--- config.mk ---
export PLATFORM = sky130hd
export DESIGN_NAME = render_rect_gen
export DESIGN_NICKNAME = d
export VERILOG_FILES = /design/src/rtl/render_pkg.sv /design/src/rtl/rect_scan_counter.sv /design/src/rtl/render_rect_gen.sv
export SDC_FILE = /design/constraint.sdc
export NUM_CORES = 1
export LEC_CHECK = 0
export BUFFER_PORTS_ARGS = -buffer_cell sky130_fd_sc_hd__buf_2
export CAP_MARGIN = 20
export CORE_AREA = 5 5 114 116
export DETAILED_ROUTE_END_ITERATION = 10
export DIE_AREA = 0 0 119 121
export HOLD_SLACK_MARGIN = 0.1
export PLACE_DENSITY = 0.74
export SETUP_SLACK_MARGIN = 0.4
export SYNTH_ARGS = -nofsm -noshare
export SYNTH_HDL_FRONTEND = slang
export SYNTH_HIERARCHICAL = 1
export SYNTH_SLANG_ARGS = --single-unit
--- constraint.sdc ---
create_clock -name clk -period 5.3 [get_ports clk]
set_input_delay 0 -clock clk [delete_from_list [all_inputs] [get_ports clk]]
set_output_delay 0 -clock clk [all_outputs]
set_load 0.03 [all_outputs]
--- src/rtl/render_pkg.sv ---
// Shared definitions for the rectangle renderer family.
// Holds default screen geometry and bus widths, the draw FSM state encoding
// and the named 3-bit palette colors.
package render_pkg;

  localparam int unsigned DEF_SCREEN_W = 320;
  localparam int unsigned DEF_SCREEN_H = 240;
  localparam int unsigned DEF_XW       = 9;
  localparam int unsigned DEF_YW       = 8;
  localparam int unsigned DEF_CW       = 3;
  localparam int unsigned DEF_BW       = 3;

  typedef enum logic [1:0] {
    IDLE = 2'd0,
    DRAW = 2'd1,
    DONE = 2'd2
  } state_e;

  localparam logic [2:0] BLACK   = 3'b000;
  localparam logic [2:0] BLUE    = 3'b001;
  localparam logic [2:0] GREEN   = 3'b010;
  localparam logic [2:0] CYAN    = 3'b011;
  localparam logic [2:0] RED     = 3'b100;
  localparam logic [2:0] MAGENTA = 3'b101;
  localparam logic [2:0] YELLOW  = 3'b110;
  localparam logic [2:0] WHITE   = 3'b111;

endpackage

--- src/rtl/rect_scan_counter.sv ---
// Row-major column/row scan counter over a width x height area.
// Ports:
//   clk_i, rst_ni     clock, async active-low reset
//   clear_i           return to (0,0); wins over advance_i
//   advance_i         step to the next position in row-major order
//   width_i/height_i  scan limits (both must be non-zero while advancing)
//   col_o/row_o       current position
//   wrap_o            current column is the last one of the row
//   last_o            current position is the final one of the area
module rect_scan_counter #(
  parameter int unsigned XW = 9,
  parameter int unsigned YW = 8
) (
  input  logic          clk_i,
  input  logic          rst_ni,
  input  logic          clear_i,
  input  logic          advance_i,
  input  logic [XW-1:0] width_i,
  input  logic [YW-1:0] height_i,
  output logic [XW-1:0] col_o,
  output logic [YW-1:0] row_o,
  output logic          wrap_o,
  output logic          last_o
);

  logic [XW-1:0] col_q, col_d;
  logic [YW-1:0] row_q, row_d;

  assign col_o  = col_q;
  assign row_o  = row_q;
  assign wrap_o = (col_q == width_i - XW'(1));
  assign last_o = wrap_o && (row_q == height_i - YW'(1));

  // Next position: clear, step along the row, or wrap to the next row.
  always_comb begin
    col_d = col_q;
    row_d = row_q;
    if (clear_i) begin
      col_d = '0;
      row_d = '0;
    end else if (advance_i) begin
      if (wrap_o) begin
        col_d = '0;
        row_d = row_q + YW'(1);
      end else begin
        col_d = col_q + XW'(1);
      end
    end
  end

  always_ff @(posedge clk_i or negedge rst_ni) begin
    if (!rst_ni) begin
      col_q <= '0;
      row_q <= '0;
    end else begin
      col_q <= col_d;
      row_q <= row_d;
    end
  end

endmodule

--- src/rtl/render_rect_gen.sv ---
// Rectangle rasteriser: streams one pixel per beat (x, y, color, writeEn)
// with border, off-screen clipping, start/busy/done and ready backpressure.
// Ports:
//   clk, resetn            clock, async active-low reset
//   start                  draw request, taken only in IDLE or DONE
//   origin_x/origin_y      top-left corner
//   width/height           size in pixels (zero size finishes immediately)
//   back_color             interior color
//   border_thick/_color    border thickness (0 = none) and color
//   checker_color          second interior color (RENDER_RECT_CHECKER_EN only)
//   ready                  downstream accepts the presented pixel
//   busy/done              drawing / finished status
//   x_stream, y_stream, color_stream, writeEn   registered pixel stream
// Optional feature macro: RENDER_RECT_CHECKER_EN (checkerboard interior).
module render_rect_gen
  import render_pkg::*;
#(
  parameter int unsigned SCREEN_W = DEF_SCREEN_W,
  parameter int unsigned SCREEN_H = DEF_SCREEN_H,
  parameter int unsigned XW       = DEF_XW,
  parameter int unsigned YW       = DEF_YW,
  parameter int unsigned CW       = DEF_CW,
  parameter int unsigned BW       = DEF_BW
) (
  input  logic          clk,
  input  logic          resetn,
  input  logic          start,
  input  logic [XW-1:0] origin_x,
  input  logic [YW-1:0] origin_y,
  input  logic [XW-1:0] width,
  input  logic [YW-1:0] height,
  input  logic [CW-1:0] back_color,
  input  logic [BW-1:0] border_thick,
  input  logic [CW-1:0] border_color,
`ifdef RENDER_RECT_CHECKER_EN
  input  logic [CW-1:0] checker_color,
`endif
  input  logic          ready,
  output logic          busy,
  output logic          done,
  output logic [XW-1:0] x_stream,
  output logic [YW-1:0] y_stream,
  output logic [CW-1:0] color_stream,
  output logic          writeEn
);

  localparam int unsigned PXW = XW + 1;
  localparam int unsigned PYW = YW + 1;

  state_e        state_q, state_d;
  logic [XW-1:0] ox_q, w_q;
  logic [YW-1:0] oy_q, h_q;
  logic [CW-1:0] back_q, brd_q;
  logic [BW-1:0] bt_q;
`ifdef RENDER_RECT_CHECKER_EN
  logic [CW-1:0] chk_q;
`endif
  logic [XW-1:0] x_q, x_d;
  logic [YW-1:0] y_q, y_d;
  logic [CW-1:0] color_q, color_d;
  logic          we_q, we_d, busy_q, done_q;

  logic          accept, adv, clr, pix_load;
  logic [XW-1:0] col, s_ox, s_w, s_col;
  logic [YW-1:0] row, s_oy, s_h, s_row;
  logic [CW-1:0] s_back, s_brd, pix_color;
  logic [BW-1:0] s_bt;
  logic          wrap, last, vis, border;
  logic [PXW-1:0] px;
  logic [PYW-1:0] py;

  rect_scan_counter #(.XW(XW), .YW(YW)) u_scan (
    .clk_i    (clk),
    .rst_ni   (resetn),
    .clear_i  (clr),
    .advance_i(adv),
    .width_i  (w_q),
    .height_i (h_q),
    .col_o    (col),
    .row_o    (row),
    .wrap_o   (wrap),
    .last_o   (last)
  );

  assign accept = start && ((state_q == IDLE) || (state_q == DONE));

  // The output registers carry the pixel being presented, so the next pixel
  // is evaluated ahead: (0,0) from the live inputs on start, else the
  // position the counter is about to step to, from the shadow registers.
  assign s_ox   = accept ? origin_x     : ox_q;
  assign s_oy   = accept ? origin_y     : oy_q;
  assign s_w    = accept ? width        : w_q;
  assign s_h    = accept ? height       : h_q;
  assign s_bt   = accept ? border_thick : bt_q;
  assign s_back = accept ? back_color   : back_q;
  assign s_brd  = accept ? border_color : brd_q;
  assign s_col  = (accept || wrap) ? '0 : col + XW'(1);
  assign s_row  = accept ? '0 : (wrap ? row + YW'(1) : row);

  // Widened sums so coordinates past the top of the XW/YW range still clip.
  assign px  = PXW'(s_ox) + PXW'(s_col);
  assign py  = PYW'(s_oy) + PYW'(s_row);
  assign vis = (px < PXW'(SCREEN_W)) && (py < PYW'(SCREEN_H));

  // col >= w-bt is evaluated as col+bt >= w to avoid unsigned underflow.
  assign border = (s_bt != '0) &&
                  ((PXW'(s_col) < PXW'(s_bt)) ||
                   (PXW'(s_col) + PXW'(s_bt) >= PXW'(s_w)) ||
                   (PYW'(s_row) < PYW'(s_bt)) ||
                   (PYW'(s_row) + PYW'(s_bt) >= PYW'(s_h)));

`ifdef RENDER_RECT_CHECKER_EN
  logic [CW-1:0] s_chk;
  assign s_chk     = accept ? checker_color : chk_q;
  assign pix_color = border ? s_brd : ((px[0] ^ py[0]) ? s_chk : s_back);
`else
  assign pix_color = border ? s_brd : s_back;
`endif

  // Next state, counter control and pixel register updates.
  always_comb begin
    state_d  = state_q;
    we_d     = we_q;
    x_d      = x_q;
    y_d      = y_q;
    color_d  = color_q;
    adv      = 1'b0;
    clr      = 1'b0;
    pix_load = 1'b0;
    case (state_q)
      IDLE, DONE: begin
        we_d = 1'b0;
        if (start) begin
          clr = 1'b1;
          if ((width == '0) || (height == '0)) begin
            state_d = DONE;
          end else begin
            state_d  = DRAW;
            we_d     = vis;
            pix_load = vis;
          end
        end
      end
      DRAW: begin
        // Clipped beats never wait on ready.
        if (!we_q || ready) begin
          if (last) begin
            state_d = DONE;
            we_d    = 1'b0;
          end else begin
            adv      = 1'b1;
            we_d     = vis;
            pix_load = vis;
          end
        end
      end
      default: begin
        state_d = IDLE;
        we_d    = 1'b0;
      end
    endcase
    if (pix_load) begin
      x_d     = XW'(px);
      y_d     = YW'(py);
      color_d = pix_color;
    end
  end

  always_ff @(posedge clk or negedge resetn) begin
    if (!resetn) begin
      state_q <= IDLE;
      we_q    <= 1'b0;
      x_q     <= '0;
      y_q     <= '0;
      color_q <= '0;
      busy_q  <= 1'b0;
      done_q  <= 1'b0;
    end else begin
      state_q <= state_d;
      we_q    <= we_d;
      x_q     <= x_d;
      y_q     <= y_d;
      color_q <= color_d;
      busy_q  <= (state_d == DRAW);
      done_q  <= (state_d == DONE);
    end
  end

  // Draw attributes frozen at start.
  always_ff @(posedge clk or negedge resetn) begin
    if (!resetn) begin
      ox_q   <= '0;
      oy_q   <= '0;
      w_q    <= '0;
      h_q    <= '0;
      back_q <= '0;
      brd_q  <= '0;
      bt_q   <= '0;
`ifdef RENDER_RECT_CHECKER_EN
      chk_q  <= '0;
`endif
    end else if (accept) begin
      ox_q   <= origin_x;
      oy_q   <= origin_y;
      w_q    <= width;
      h_q    <= height;
      back_q <= back_color;
      brd_q  <= border_color;
      bt_q   <= border_thick;
`ifdef RENDER_RECT_CHECKER_EN
      chk_q  <= checker_color;
`endif
    end
  end

  assign busy         = busy_q;
  assign done         = done_q;
  assign x_stream     = x_q;
  assign y_stream     = y_q;
  assign color_stream = color_q;
  assign writeEn      = we_q;

endmodule
==> impl_metrics.json <==
{
  "grt_antenna_before_repair": 0,
  "clk_latency_ns": 0.36,
  "grt_pass1_vias": 5755,
  "drt_iter0_drc": 312,
  "cp-start-kind": "flip-flop",
  "required_ns": 5.53,
  "fmax_ghz": 0.200,
  "htree_num_levels": 3,
  "synth-simple-area-share_pct": 21.0,
  "hold_slack_ns": 0.150,
  "synth-xor-area-share_pct": 9.59,
  "synthMuxAreaShare_pct": 9.75,
  "worstPathMaxFanout": 5,
  "setup_viol": 0,
  "ant_nets": 0,
  "synth_compound_area_share_pct": 10.3,
  "critPathCaptureType": "flip-flop",
  "port_buffers": 69,
  "yosysWarnings": 6,
  "cts.clk_slew.worst_paths_ns": 0.06,
  "wirelength_um": 17700,
  "fin_area_sq_um": 8250,
  "synthesis.area_sq_um": 6290,
  "yosysSeqAreaShare_pct": 33.8,
  "async_flop_share_pct": 100,
  "num_vias": 5631,
  "drt-wirelength-per-cell_um": 17.9,
  "synth-edff-count": 0,
  "arrival_ns": 5.24,
  "dp.cells": 893,
  "finClkSkew_ns": 0.00487,
  "grt_pass1_wl_um": 28200,
  "cts_buffers": 9,
  "gp_congestion": 1.00,
  "syn_inst": 677,
  "cap_violations": 0,
  "power_w": 0.00465,
  "syn2layout_area_growth_pct": 31.3,
  "critPathMaxStageDelay_ns": 0.44,
  "dr.pass1.iters": 5,
  "slew_headroom_pct": 58.4,
  "dp_slack_ns": -0.0889,
  "p_leak_nw": 4.05,
  "fin_cells": 989,
  "dieHeight_um": 121,
  "ir_worst_vdd_mv": 0.441,
  "cp.buffers_inverters": 3,
  "crit_family": "compound AO/OA/AOI/OAI gates",
  "synth_flop_cell": "dfrtp_1",
  "start_util_pct": 53.2,
  "cts_tree": "done",
  "avgSynthCellArea_sq_um": 9.29,
  "grt_setup_unrepaired": "yes",
  "globalRouteTotalUtil_pct": 24.4,
  "synth_seq_cells": 85,
  "hold_viol_final": 0,
  "die_x_um": 119,
  "io_pins": 70,
  "placed_area_sq_um": 6960,
  "power_density_nw_per_um2": 563,
  "period_needed_ns": 5.00,
  "cts_buffer_depth": 2,
  "synth_top_family_by_area": "simple AND/OR/NAND/NOR gates",
  "fill_cells": 838,
  "synthAdderAreaFrac_pct": 11.4,
  "ys_top_cells_by_count": "nand2_1, dfrtp_1, nor2_1, ha_1, inv_1",
  "hold_path.class": "input pin to flip-flop",
  "synth.distinct_cells": 67,
  "fin_crit_sh_pct": 94.4,
  "crit_type": "flip-flop to flip-flop",
  "core.rowCount": 40,
  "synth_nets": 779,
  "drc_errors": 0,
  "overflow": 0,
  "cp_slowest_cell": "dfrtp_2",
  "synth_most_common_cell": "nand2_1",
  "dieArea_sq_um": 14400,
  "regArea_sq_um": 2130,
  "maxSlewViolCount": 0,
  "drive_above_1_share_pct": 26.6,
  "multi_input_area_sq_um": 4190,
  "vias_per_cell": 5.69,
  "cts_sinks": 85,
  "status": "complete, no violations",
  "grt_max_degree": 86,
  "root_buffer": "clkbuf_16",
  "final_nets": 938,
  "coreArea_sq_um": 11800,
  "synth_top_area_share_pct": 33.8,
  "synth.top_cells.by_area": "dfrtp_1, ha_1, nand2_1, xnor2_1, mux2i_1",
  "setup_slack_ns": 0.297,
  "tightest_slew_ns": 0.618,
  "yosysTopAreaCell": "dfrtp_1",
  "hpwl_um": 12100
}
==> state kept, by name (all words and copies together) (netlist names), 8 cells and up <==
signal	count
y_stream	8
w_q	9
u_scan/row_o	8
ox_q	9
x_stream	9
u_scan/col_o	9
h_q	8
oy_q	8
==> cells in the final DEF, fill, tap and decap left out, drive strengths merged, types with 4 or more instances in the layout <==
| cell type | synthesis | routed |
|---|---|---|
| nand2 | 97 | 97 |
| xnor2 | 38 | 38 |
| mux2i | 29 | 29 |
| a21oi | 24 | 24 |
| xor2 | 30 | 30 |
| nand4 | 14 | 14 |
| mux2 | 23 | 23 |
| a21o | 9 | 9 |
| clkbuf | 10 | 11 |
| o21bai | 6 | 6 |
| nand2b | 14 | 14 |
| inv | 40 | 40 |
| buf | 8 | 122 |
| o21ai | 18 | 18 |
| dfrtp | 85 | 85 |
| nor2 | 55 | 56 |
| nand3 | 18 | 18 |
| nor4 | 15 | 15 |
| or3 | 4 | 4 |
| dlygate4sd3 | 1 | 43 |
| ha | 51 | 51 |
| nor2b | 8 | 8 |
| nor3 | 27 | 27 |
| fa | 4 | 4 |
==> what timing repair did <==
action | 4_1_cts | 5_1_grt
gates resized for setup | 20 | 22
gates cloned | 1 | 1
buffers inserted | 16 | 17
endpoints found under the setup margin | 20 | 20
hold buffers | 43 | 0
pin swaps | 12 | 12
hold endpoints to repair | 131 | 0
==> final cells by class <==
type | count | area share (%)
Clock buffer | 10 | 2.90
Multi-Input combinational cell | 534 | 50.8
Timing Repair Buffer | 166 | 15.1
Sequential cell | 85 | 25.8
Clock inverter | 6 | 1.33
Tap cell | 147 | 2.23
Inverter | 40 | 1.82
Antenna cell | 1 | 0.0303
==> kinds of logic after synthesis <==
| logic type | after synthesis |
|---|---|
| multiplexers | 52 |
| AO/OA/AOI/OAI | 91 |
| AND/OR/NAND/NOR | 267 |
| XOR/XNOR | 68 |
| adder cells (fa/ha/maj) | 55 |
| flip-flops | 85 |
| buffers and inverters | 59 |
==> layer usage <==
layer,vias to the layer above,global-route usage [%],part of all wire [%]
met5,-,0,0
met4,0,11.7,3.2
met3,48,3.87,4.0
met2,169,41.4,50
met1,2730,30.3,43
li1,2684,-,-
==> worst reg2reg max path, stage by stage (launching register included) <==
cell and delay (ns):
dfrtp_2 0.44, inv_2 0.09, ha_4 0.15, nor3b_4 0.21, nand4bb_1 0.16, o21ai_2 0.08
a32oi_4 0.32, nor2_4 0.14, buf_6 0.14, buf_4 0.14, nor3_4 0.22, ha_4 0.25
nor2_2 0.11, o21ai_2 0.07, nor4_2 0.32, nand3_1 0.13, xnor2_1 0.15, ha_1 0.30
a211o_1 0.30, a21oi_2 0.11, o21ai_1 0.08, a21oi_1 0.14, o2111ai_2 0.14, o32ai_4 0.35
mux2i_1 0.24, mux2i_1 0.09
==> metrics by stage <==
stage                     TNS, ns  util (%)
final                           0      69.9
after global placement          0      58.9
after global routing            0      69.9
after detailed placement   -0.240      58.9
after CTS                       0      67.5
after floorplan                 0         -
==> worst paths after layout <==
check,startpoint,endpoint,slack [ns],depth (start not counted)
setup / recovery,w_q[0],color_stream[1],0.30,25
hold / removal,border_thick[2],bt_q[2],0.15,3
setup reg to reg,w_q[0],color_stream[1],0.30,25
hold reg to reg,ox_q[3],ox_q[3],0.48,2
max in group asynchronous,resetn,w_q[5],4.48,3
min in group asynchronous,resetn,u_scan/row_o[3],0.19,2
==> power breakdown <==
group	internal, W	switching [W]	leakage, nW
registers	0.000921	0.000197	1.06
clock network	0.000472	0.000270	0.165
logic	0.00125	0.00154	2.83
Note: power is estimated with default switching activity, not from simulation.
